File: config.mk
export PLATFORM = sky130hd
export DESIGN_NAME = chronospatial_run_ctrl
export DESIGN_NICKNAME = d
export VERILOG_FILES = /design/src/rtl/chronospatial_run_ctrl.sv
export SDC_FILE = /design/constraint.sdc
export NUM_CORES = 1
export LEC_CHECK = 0
export CAP_MARGIN = 20
export CORE_MARGIN = 2
export CORE_UTILIZATION = 30
export DETAILED_ROUTE_END_ITERATION = 8
export MAX_ROUTING_LAYER = met4
export PLACE_DENSITY = 0.58
export SYNTH_ARGS = -nofsm -noshare
export SYNTH_HDL_FRONTEND = slang
export SYNTH_SLANG_ARGS = --single-unit
export TNS_END_PERCENT = 30
File: constraint.sdc
create_clock -name clk -period 3.4 [get_ports clk]
set_clock_uncertainty 0.1 [all_clocks]
set_input_delay 0.51 -clock clk [delete_from_list [all_inputs] [get_ports clk]]
set_output_delay 0.51 -clock clk [all_outputs]
set_load 0.1 [all_outputs]
File: src/rtl/chronospatial_run_ctrl.sv
// chronospatial_run_ctrl
// Run controller for a small 3-bit core. It takes byte commands and uses them
// to load the program memory and the A/B/C initial values. It starts and stops
// the core, and collects the core's outputs into a small FIFO.
//
// Optional feature: define CHRONO_RUN_WATCHDOG_EN to add a 16-bit RUN watchdog.
// When the watchdog expires, the core is forced into DONE with err_code 3.
//
// Ports
//   clk, rst                      clock, synchronous active-high reset
//   cmd_valid/cmd_data/cmd_ready  command byte: [7:5] opcode, [2:0] payload
//   prog_wr_en/addr/data          program memory write port
//   reg_load, reg_{a,b,c}_init    initial register values, load strobe
//   core_hold                     holds the core idle when high
//   core_halt                     core halt indication
//   core_out_valid/core_reg_out   core output strobe and value
//   out_valid/out_data/out_ready  output FIFO drain handshake
//   busy, done                    state == RUN, state == DONE
//   err_code                      sticky first error (1 cmd, 2 overflow, 3 watchdog)
module chronospatial_run_ctrl #(
   parameter int unsigned REG_W      = 12,
   parameter int unsigned FIFO_DEPTH = 4
) (
   input  logic             clk,
   input  logic             rst,
   input  logic             cmd_valid,
   input  logic [7:0]       cmd_data,
   output logic             cmd_ready,
   output logic             prog_wr_en,
   output logic [3:0]       prog_wr_addr,
   output logic [2:0]       prog_wr_data,
   output logic             reg_load,
   output logic [REG_W-1:0] reg_a_init,
   output logic [REG_W-1:0] reg_b_init,
   output logic [REG_W-1:0] reg_c_init,
   output logic             core_hold,
   input  logic             core_halt,
   input  logic             core_out_valid,
   input  logic [2:0]       core_reg_out,
   output logic             out_valid,
   output logic [2:0]       out_data,
   input  logic             out_ready,
   output logic             busy,
   output logic             done,
   output logic [1:0]       err_code
);

   localparam int unsigned AW = (FIFO_DEPTH > 1) ? $clog2(FIFO_DEPTH) : 1;
   localparam int unsigned CW = AW + 1;

   localparam logic [1:0] ST_IDLE = 2'd0;
   localparam logic [1:0] ST_RUN  = 2'd1;
   localparam logic [1:0] ST_DONE = 2'd2;

   localparam logic [2:0] OP_NOP   = 3'd0;
   localparam logic [2:0] OP_PROG  = 3'd1;
   localparam logic [2:0] OP_REGA  = 3'd2;
   localparam logic [2:0] OP_REGB  = 3'd3;
   localparam logic [2:0] OP_REGC  = 3'd4;
   localparam logic [2:0] OP_RUN   = 3'd5;
   localparam logic [2:0] OP_CLEAR = 3'd6;
   localparam logic [2:0] OP_ABORT = 3'd7;

   logic [1:0]       state_q, state_d;
   logic [4:0]       prog_len_q, prog_len_d;
   logic             prog_wr_en_q, prog_wr_en_d;
   logic [3:0]       prog_wr_addr_q, prog_wr_addr_d;
   logic [2:0]       prog_wr_data_q, prog_wr_data_d;
   logic             reg_load_q, reg_load_d;
   logic [REG_W-1:0] reg_a_q, reg_a_d;
   logic [REG_W-1:0] reg_b_q, reg_b_d;
   logic [REG_W-1:0] reg_c_q, reg_c_d;
   logic             core_hold_q, core_hold_d;
   logic [1:0]       err_q, err_d;
   logic [2:0]       mem_q [FIFO_DEPTH];
   logic [2:0]       mem_d [FIFO_DEPTH];
   logic [AW-1:0]    rd_q, rd_d;
   logic [AW-1:0]    wr_q, wr_d;
   logic [CW-1:0]    cnt_q, cnt_d;
`ifdef CHRONO_RUN_WATCHDOG_EN
   logic [15:0]      wd_q, wd_d;
`endif

   logic [2:0] opcode;
   logic [2:0] payload;
   logic       cmd_unused;
   logic [1:0] err_new;
   logic       err_clr;
   logic       fifo_flush;
   logic       fifo_full;
   logic       fifo_pop;
   logic       fifo_push;

   assign opcode     = cmd_data[7:5];
   assign payload    = cmd_data[2:0];
   assign cmd_unused = ^cmd_data[4:3];

   // Commands are accepted unconditionally in every state.
   assign cmd_ready    = 1'b1;
   assign prog_wr_en   = prog_wr_en_q;
   assign prog_wr_addr = prog_wr_addr_q;
   assign prog_wr_data = prog_wr_data_q;
   assign reg_load     = reg_load_q;
   assign reg_a_init   = reg_a_q;
   assign reg_b_init   = reg_b_q;
   assign reg_c_init   = reg_c_q;
   assign core_hold    = core_hold_q;
   assign busy         = (state_q == ST_RUN);
   assign done         = (state_q == ST_DONE);
   assign err_code     = err_q;
   assign out_valid    = (cnt_q != '0);
   assign out_data     = mem_q[rd_q];

   // Next-state, command decode, FIFO bookkeeping and error capture.
   always_comb begin
      state_d        = state_q;
      prog_len_d     = prog_len_q;
      prog_wr_en_d   = 1'b0;
      prog_wr_addr_d = prog_wr_addr_q;
      prog_wr_data_d = prog_wr_data_q;
      reg_load_d     = 1'b0;
      reg_a_d        = reg_a_q;
      reg_b_d        = reg_b_q;
      reg_c_d        = reg_c_q;
      core_hold_d    = core_hold_q;
      mem_d          = mem_q;
      rd_d           = rd_q;
      wr_d           = wr_q;
      cnt_d          = cnt_q;
      err_new        = 2'd0;
      err_clr        = 1'b0;
      fifo_flush     = 1'b0;
`ifdef CHRONO_RUN_WATCHDOG_EN
      wd_d           = wd_q;
`endif

      // The core leaves hold one cycle after the load strobe.
      if (reg_load_q) core_hold_d = 1'b0;

      case (state_q)
         ST_RUN: begin
            if (cmd_valid && (opcode != OP_NOP) && (opcode != OP_ABORT))
               err_new = 2'd1;
            // ABORT takes priority over a coincident halt.
            if (cmd_valid && (opcode == OP_ABORT)) begin
               core_hold_d = 1'b1;
               state_d     = ST_IDLE;
            end else if (core_halt) begin
               core_hold_d = 1'b1;
               state_d     = ST_DONE;
            end
`ifdef CHRONO_RUN_WATCHDOG_EN
            else if (wd_q == 16'hFFFF) begin
               core_hold_d = 1'b1;
               state_d     = ST_DONE;
               if (err_new == 2'd0) err_new = 2'd3;
            end else begin
               wd_d = wd_q + 16'd1;
            end
`endif
         end
         default: begin
            if (cmd_valid) begin
               case (opcode)
                  OP_PROG: begin
                     // The address never wraps; prog_len saturates at 16.
                     if (prog_len_q < 5'd16) begin
                        prog_wr_en_d   = 1'b1;
                        prog_wr_addr_d = prog_len_q[3:0];
                        prog_wr_data_d = payload;
                        prog_len_d     = prog_len_q + 5'd1;
                     end else begin
                        err_new = 2'd1;
                     end
                  end
                  OP_REGA: reg_a_d = (reg_a_q << 3) | REG_W'(payload);
                  OP_REGB: reg_b_d = (reg_b_q << 3) | REG_W'(payload);
                  OP_REGC: reg_c_d = (reg_c_q << 3) | REG_W'(payload);
                  OP_RUN: begin
                     if (prog_len_q != 5'd0) begin
                        reg_load_d = 1'b1;
                        state_d    = ST_RUN;
                        fifo_flush = 1'b1;
`ifdef CHRONO_RUN_WATCHDOG_EN
                        wd_d       = 16'd0;
`endif
                     end else begin
                        err_new = 2'd1;
                     end
                  end
                  OP_CLEAR: begin
                     prog_len_d = 5'd0;
                     reg_a_d    = '0;
                     reg_b_d    = '0;
                     reg_c_d    = '0;
                     fifo_flush = 1'b1;
                     err_clr    = 1'b1;
                     state_d    = ST_IDLE;
                  end
                  default: ;
               endcase
            end
         end
      endcase

      // Output FIFO: a push into a full FIFO is allowed when a pop frees the slot.
      fifo_full = (cnt_q == CW'(FIFO_DEPTH));
      fifo_pop  = (cnt_q != '0) && out_ready;
      fifo_push = 1'b0;
      if ((state_q == ST_RUN) && core_out_valid) begin
         if (!fifo_full || fifo_pop) fifo_push = 1'b1;
         else if (err_new == 2'd0)   err_new   = 2'd2;
      end

      if (fifo_flush) begin
         rd_d  = '0;
         wr_d  = '0;
         cnt_d = '0;
      end else begin
         if (fifo_push) begin
            mem_d[wr_q] = core_reg_out;
            wr_d        = wr_q + AW'(1);
         end
         if (fifo_pop) rd_d = rd_q + AW'(1);
         case ({fifo_push, fifo_pop})
            2'b10:   cnt_d = cnt_q + CW'(1);
            2'b01:   cnt_d = cnt_q - CW'(1);
            default: cnt_d = cnt_q;
         endcase
      end

      // Only the first nonzero error is kept.
      if (err_clr)             err_d = 2'd0;
      else if (err_q == 2'd0)  err_d = err_new;
      else                     err_d = err_q;
   end

   // State and datapath registers.
   always_ff @(posedge clk) begin
      if (rst) begin
         state_q        <= ST_IDLE;
         prog_len_q     <= 5'd0;
         prog_wr_en_q   <= 1'b0;
         prog_wr_addr_q <= 4'd0;
         prog_wr_data_q <= 3'd0;
         reg_load_q     <= 1'b0;
         reg_a_q        <= '0;
         reg_b_q        <= '0;
         reg_c_q        <= '0;
         core_hold_q    <= 1'b1;
         err_q          <= 2'd0;
         rd_q           <= '0;
         wr_q           <= '0;
         cnt_q          <= '0;
         for (int i = 0; i < int'(FIFO_DEPTH); i++) mem_q[i] <= 3'd0;
`ifdef CHRONO_RUN_WATCHDOG_EN
         wd_q           <= 16'd0;
`endif
      end else begin
         state_q        <= state_d;
         prog_len_q     <= prog_len_d;
         prog_wr_en_q   <= prog_wr_en_d;
         prog_wr_addr_q <= prog_wr_addr_d;
         prog_wr_data_q <= prog_wr_data_d;
         reg_load_q     <= reg_load_d;
         reg_a_q        <= reg_a_d;
         reg_b_q        <= reg_b_d;
         reg_c_q        <= reg_c_d;
         core_hold_q    <= core_hold_d;
         err_q          <= err_d;
         rd_q           <= rd_d;
         wr_q           <= wr_d;
         cnt_q          <= cnt_d;
         mem_q          <= mem_d;
`ifdef CHRONO_RUN_WATCHDOG_EN
         wd_q           <= wd_d;
`endif
      end
   end

endmodule

==> impl_metrics.py, run 1 <==
metrics = {
    "placed_design": {
        "io_buffer_count": 68,
        "dpl_cell_area_sq_um": 3864,
        "dp_hpwl_mm": 5.312,
        "globalplace.congestion": 0.7934,
    },
    "synthesis": {
        "syn_nets": 381,
        "ys_seq_elements": 74,
        "synth_seq_area_share": 0.4753,
        "syn_area_per_cell_sq_um": 8.755,
        "synth_warnings": 0,
        "synth_area_sq_um": 3117,
        "synth_async_sr_flop_share": 0,
        "synth.distinct_cells": 43,
        "ys.flop_type": "dfxtp_1",
        "synth_cells": 356,
        "synth_edf_count": 0,
    },
    "floorplan": {
        "ios": 72,
        "row_count": 37,
        "die_height_microns": 105.9,
        "die_area_sq_um": 11220,
        "fp.dieW_microns": 105.9,
        "core_area_sq_um": 10180,
        "start_util": 0.3060,
    },
    "final_layout": {
        "layout.area.seq_sq_um": 1481,
        "multiInputGateArea_sq_um": 1484,
        "area_growth_pct": 29.95,
        "mostFrequentLayoutCells": "dfxtp_1 (74), clkdlybuf4s50_1 (55), nand2_1 (53)",
        "layout_commonest_cell": "dfxtp_1",
        "final_area_sq_um": 4050,
        "diodes": 0,
        "layout.nets": 440,
        "drive_above_1_share": 0.1048,
        "fill_cells": 1014,
    },
    "critical_path": {
        "cp-start-kind": "input port",
        "required_ns": 3.54,
        "arrival_ns": 2.91,
        "r2r-end": "cnt_q[2]",
        "critPathMaxFanout": 6,
        "end_kind": "flop",
        "r2r_cells": 9,
        "r2r_setup_slack_ns": 0.80,
        "reg2reg_from": "cnt_q[0]",
        "path_class": "in2reg",
    },
    "routing": {
        "wl_met1_mm": 3.389,
        "wirelength_mm": 7.453,
        "drcViolationCount": 0,
        "first_pass_iters": 4,
        "top_layer": "met4",
        "routed-wl-met2_mm": 3.569,
        "wl_met3_microns": 381,
        "vias": 2678,
        "post_drt_wl_per_cell_microns": 13.40,
        "via_per_inst": 4.817,
        "drtAntennaViolNets": 0,
        "drt_iter0_drc": 102,
    },
    "global_route": {
        "grt-ovfl-total": 0,
        "antenna_found_initial": 0,
        "grt_pass1_wl_mm": 12.64,
        "grt_pass1_vias": 2607,
        "grt_usage": 0.1461,
        "grt_max_degree": 41,
    },
    "hold_path": {
        "min_from": "reg_load",
        "hold_end": "core_hold",
        "hold_path.class": "reg2reg",
        "whs_path_depth": 1,
    },
    "clock_tree": {
        "cts-root-buf": "clkbuf_8",
        "clk_path_buf_depth": 2,
        "hold_buffers": 0,
        "postCtsSetupBuffers": 0,
        "htreeDepth": 3,
        "post_cts_resized": 0,
        "cts_buffers": 9,
        "cts_tree": "built",
        "clock_sinks": 74,
        "path_clk_slew_ns": 0.08,
        "insertion_delay_ns": 0.35,
    },
    "sta": {
        "whs_ns": 0.3419,
        "fmax_ghz": 0.3605,
        "worst_pin_slew_ns": 0.9793,
        "rsz0062_at_grt": "false",
        "final-hold-violation-count": 0,
        "min_period_ns": 2.774,
        "slew_violations": 0,
        "fin_tns_setup_ns": 0,
        "finalCritPeriodShare": 0.8158,
        "setup_viol": 0,
        "slew_headroom": 0.3451,
    },
    "run": {
        "maxCapViolCount": 0,
    },
    "power": {
        "vdd_drop_max_mv": 0.1615,
        "p_per_area_nw_per_um2": 414.1,
        "p_leak_uw": 0.001528,
    },
    "outcome": {
        "status": "finished clean",
    },
}
through the flow:
stage	std cells	setup slack (ns)	power [uW]	util
finish	556	0.6263	1677	0.3977
global route	556	0.4840	1752	0.3977
CTS	556	0.6259	1707	0.3977
detailed placement	540	0.2470	1049	0.3794
global placement	540	0.2793	1047	0.3794
floorplan	356	0.7577	1003	-
worst max-delay path by stage:
| stage | start | endpoint | slack, ns |
|---|---|---|---|
| 6_report | out_ready | cnt_q[2] | 0.63 |
| 5_1_grt | out_ready | cnt_q[2] | 0.48 |
| 4_1_cts | out_ready | cnt_q[2] | 0.63 |
| 3_5_place_dp | out_ready | cnt_q[2] | 0.25 |
| 3_3_place_gp | out_ready | cnt_q[2] | 0.28 |
| 2_1_floorplan | out_ready | cnt_q[2] | 0.76 |
Yosys cell counts (3+ instances only):
library cell,count,share of area
dfxtp_1,74,0.48
nand2_1,53,0.064
a21oi_1,42,0.067
nor2_1,34,0.041
nand3_1,31,0.050
mux2i_1,20,0.064
clkbuf_1,14,0.017
inv_1,13,0.016
buf_2,8,0.013
nand4_1,8,0.016
ha_1,7,0.028
o21ai_0,5,0.0080
xor2_1,5,0.014
mux4_2,3,0.022
or4_1,3,0.0072
xnor2_1,3,0.0084
power by group:
part | total, uW | switching [uW] | internal (uW)
Sequential | 878 | 5.48 | 872
Clock | 649 | 358 | 291
Combinational | 151 | 110 | 41.2
Total | 1680 | 473 | 1200
cell families after synthesis:
logic type,share of synthesized area
mux,0.08591
buf+inv,0.05259
fa+ha+maj,0.03452
other cells,0.001203
simple gates,0.2208
compound gates,0.1072
flops,0.4753
xor+xnor,0.02248
layout make-up:
cell class              count  area share
clock inverters             6     0.01205
clock buffers              10     0.03398
flip-flops and latches     74      0.3658
multi-input cells         244      0.3664
inverters                  14     0.01297
well taps                 136     0.04201
repair buffers             72      0.1668
critical path, stage by stage:
cell	delay, ns
clkdlybuf4s50_1	0.42
or4b_2	0.71
nand3_1	0.20
ha_1	0.21
inv_1	0.06
fa_1	0.37
xor2_1	0.15
nor2_1	0.11
xnor2_1	0.13
nor2_1	0.05
registers in the layout, indices dropped and copies added (netlist names), 2 cells and up:
| name | count |
|---|---|
| mem_q | 12 |
| prog_wr_addr | 4 |
| reg_b_init | 12 |
| prog_len_q | 5 |
| wr_q | 2 |
| rd_q | 2 |
| reg_a_init | 12 |
| reg_c_init | 12 |
| cnt_q | 3 |
| state_q | 2 |
| prog_wr_data | 3 |
| err_code | 2 |
metal layers:
metal,vias to the layer above,track usage
li1,1333,-
met1,1257,0.1819
met2,78,0.2300
met3,10,0.03004
met4,0,0.06485
met5,-,-
Power figures use the tool's default switching activity.
==> run 2, diff against run 1 <==
PLACE_DENSITY = 0.6   (was 0.58)
clock period = 2.4 ns   (was 3.4 ns; I/O delays follow)
==> run 2 against run 1 <==
Sequential cell count unchanged; clock power rose by 57%; global-route usage down 0.66 points.
==> impl_metrics.py, run 2 (synthesis results as in run 1) <==
metrics = {
    "outcome": {
        "status": "finished clean",
    },
    "floorplan": {
        "start_util": 0.3060,
        "die_area_sq_um": 11220,
        "row_count": 37,
        "die_height_microns": 105.9,
        "ios": 72,
        "core_area_sq_um": 10180,
        "fp.dieW_microns": 105.9,
    },
    "sta": {
        "finalCritPeriodShare": 0.9449,
        "whs_ns": 0.3099,
        "fin_tns_setup_ns": 0,
        "final-hold-violation-count": 0,
        "setup_viol": 0,
        "fmax_ghz": 0.4410,
        "min_period_ns": 2.268,
        "rsz0062_at_grt": "false",
        "slew_violations": 0,
    },
    "placed_design": {
        "globalplace.congestion": 0.7238,
        "dp_hpwl_mm": 5.469,
        "io_buffer_count": 68,
    },
    "global_route": {
        "antenna_found_initial": 0,
        "grt-ovfl-total": 0,
        "grt_pass1_vias": 2522,
        "grt_max_degree": 36,
        "grt_pass1_wl_mm": 12.25,
        "grt_usage": 0.1395,
    },
    "clock_tree": {
        "clk_path_buf_depth": 2,
        "hold_buffers": 0,
        "post_cts_resized": 0,
        "path_clk_slew_ns": 0.08,
        "cts-root-buf": "clkbuf_8",
        "htreeDepth": 3,
        "postCtsSetupBuffers": 0,
        "cts_tree": "built",
        "cts_buffers": 9,
        "clock_sinks": 74,
        "insertion_delay_ns": 0.34,
    },
    "routing": {
        "first_pass_iters": 4,
        "drcViolationCount": 0,
        "wirelength_mm": 7.475,
        "drt_iter0_drc": 94,
        "post_drt_wl_per_cell_microns": 13.02,
        "via_per_inst": 4.772,
        "drtAntennaViolNets": 0,
        "vias": 2739,
    },
    "final_layout": {
        "final_core_util": 0.4072,
        "layout_commonest_cell": "buf_4",
        "mostFrequentLayoutCells": "buf_4 (75), dfxtp_1 (74), nand2_1 (53)",
        "area_growth_pct": 33.08,
        "diodes": 0,
        "drive_above_1_share": 0.2420,
        "fill_cells": 1041,
        "layout.nets": 458,
    },
    "critical_path": {
        "cp-start-kind": "input port",
        "arrival_ns": 2.40,
        "required_ns": 2.53,
        "end_kind": "flop",
        "path_class": "in2reg",
        "critPathMaxFanout": 2,
        "r2r_cells": 9,
    },
    "run": {
        "maxCapViolCount": 0,
    },
    "power": {
        "vdd_drop_max_mv": 0.2535,
        "p_per_area_nw_per_um2": 600.1,
        "p_leak_uw": 0.001714,
    },
    "hold_path": {
        "hold_path.class": "in2reg",
        "whs_path_depth": 2,
    },
}
-- run 2: cell count changes in the layout (fill, tap and decap cells not counted), sizes merged --
cell | previous run | this run
buf | 17 | 77
clkdlybuf4s50 | 55 | 13
bufinv | 0 | 1
clkbuf | 10 | 11
clkinv | 1 | 0
inv | 16 | 15
-- run 2: worst max-delay path, cell delays in order --
cell	delay (ns)
clkdlybuf4s50_1	0.42
or4b_4	0.51
nand3_4	0.11
ha_4	0.13
inv_1	0.04
fa_1	0.36
xor2_1	0.15
nor2_1	0.13
xnor2_1	0.13
nor2_1	0.06
-- run 2: final timing paths --
check | from | endpoint | slack, ns
setup / recovery | out_ready | cnt_q[2] | 0.13
hold / removal | rst | mem_q[9] | 0.31
hold reg to reg | reg_b_init[10] | reg_b_init[10] | 0.36
setup reg to reg | cnt_q[0] | cnt_q[2] | 0.15
-- run 2: final cells by class --
class / count / area (sq um) / area share
Multi-Input combinational cell: 244 / 1513 / 0.3647
Sequential cell: 74 / 1481 / 0.3572
Timing Repair Buffer: 90 / 718.2 / 0.1732
Tap cell: 136 / 170.2 / 0.04103
Clock buffer: 11 / 151.4 / 0.03650
Clock inverter: 5 / 61.31 / 0.01478
Inverter: 14 / 52.55 / 0.01267
-- run 2: report_power, final --
part	internal (uW)	leakage (uW)	total, uW	switching [uW]
clock	540	0.0000982	1020	480
sequential	1240	0.000597	1240	8.19
combinational	67.4	0.00102	225	158
total	1840	0.00171	2490	645
-- run 2: per-layer routing --
metal / track usage / part of all wire / wire [microns]
met1: 0.1759 / 0.47 / 3485
met2: 0.2180 / 0.46 / 3437
met3: 0.03985 / 0.062 / 461
met4: 0.04229 / 0.012 / 90
met5: - / 0 / 0
-- run 2: per-stage QoR --
step	setup WS (ns)	instances	power, uW	area [sq um]
after floorplan	0.04588	356	1421	3152
after global placement	-0.1875	558	1496	3935
after detailed placement	-0.2326	558	1498	3935
after CTS	0.1452	574	2527	4148
after global routing	0.08855	574	2585	4148
final	0.1324	574	2489	4148
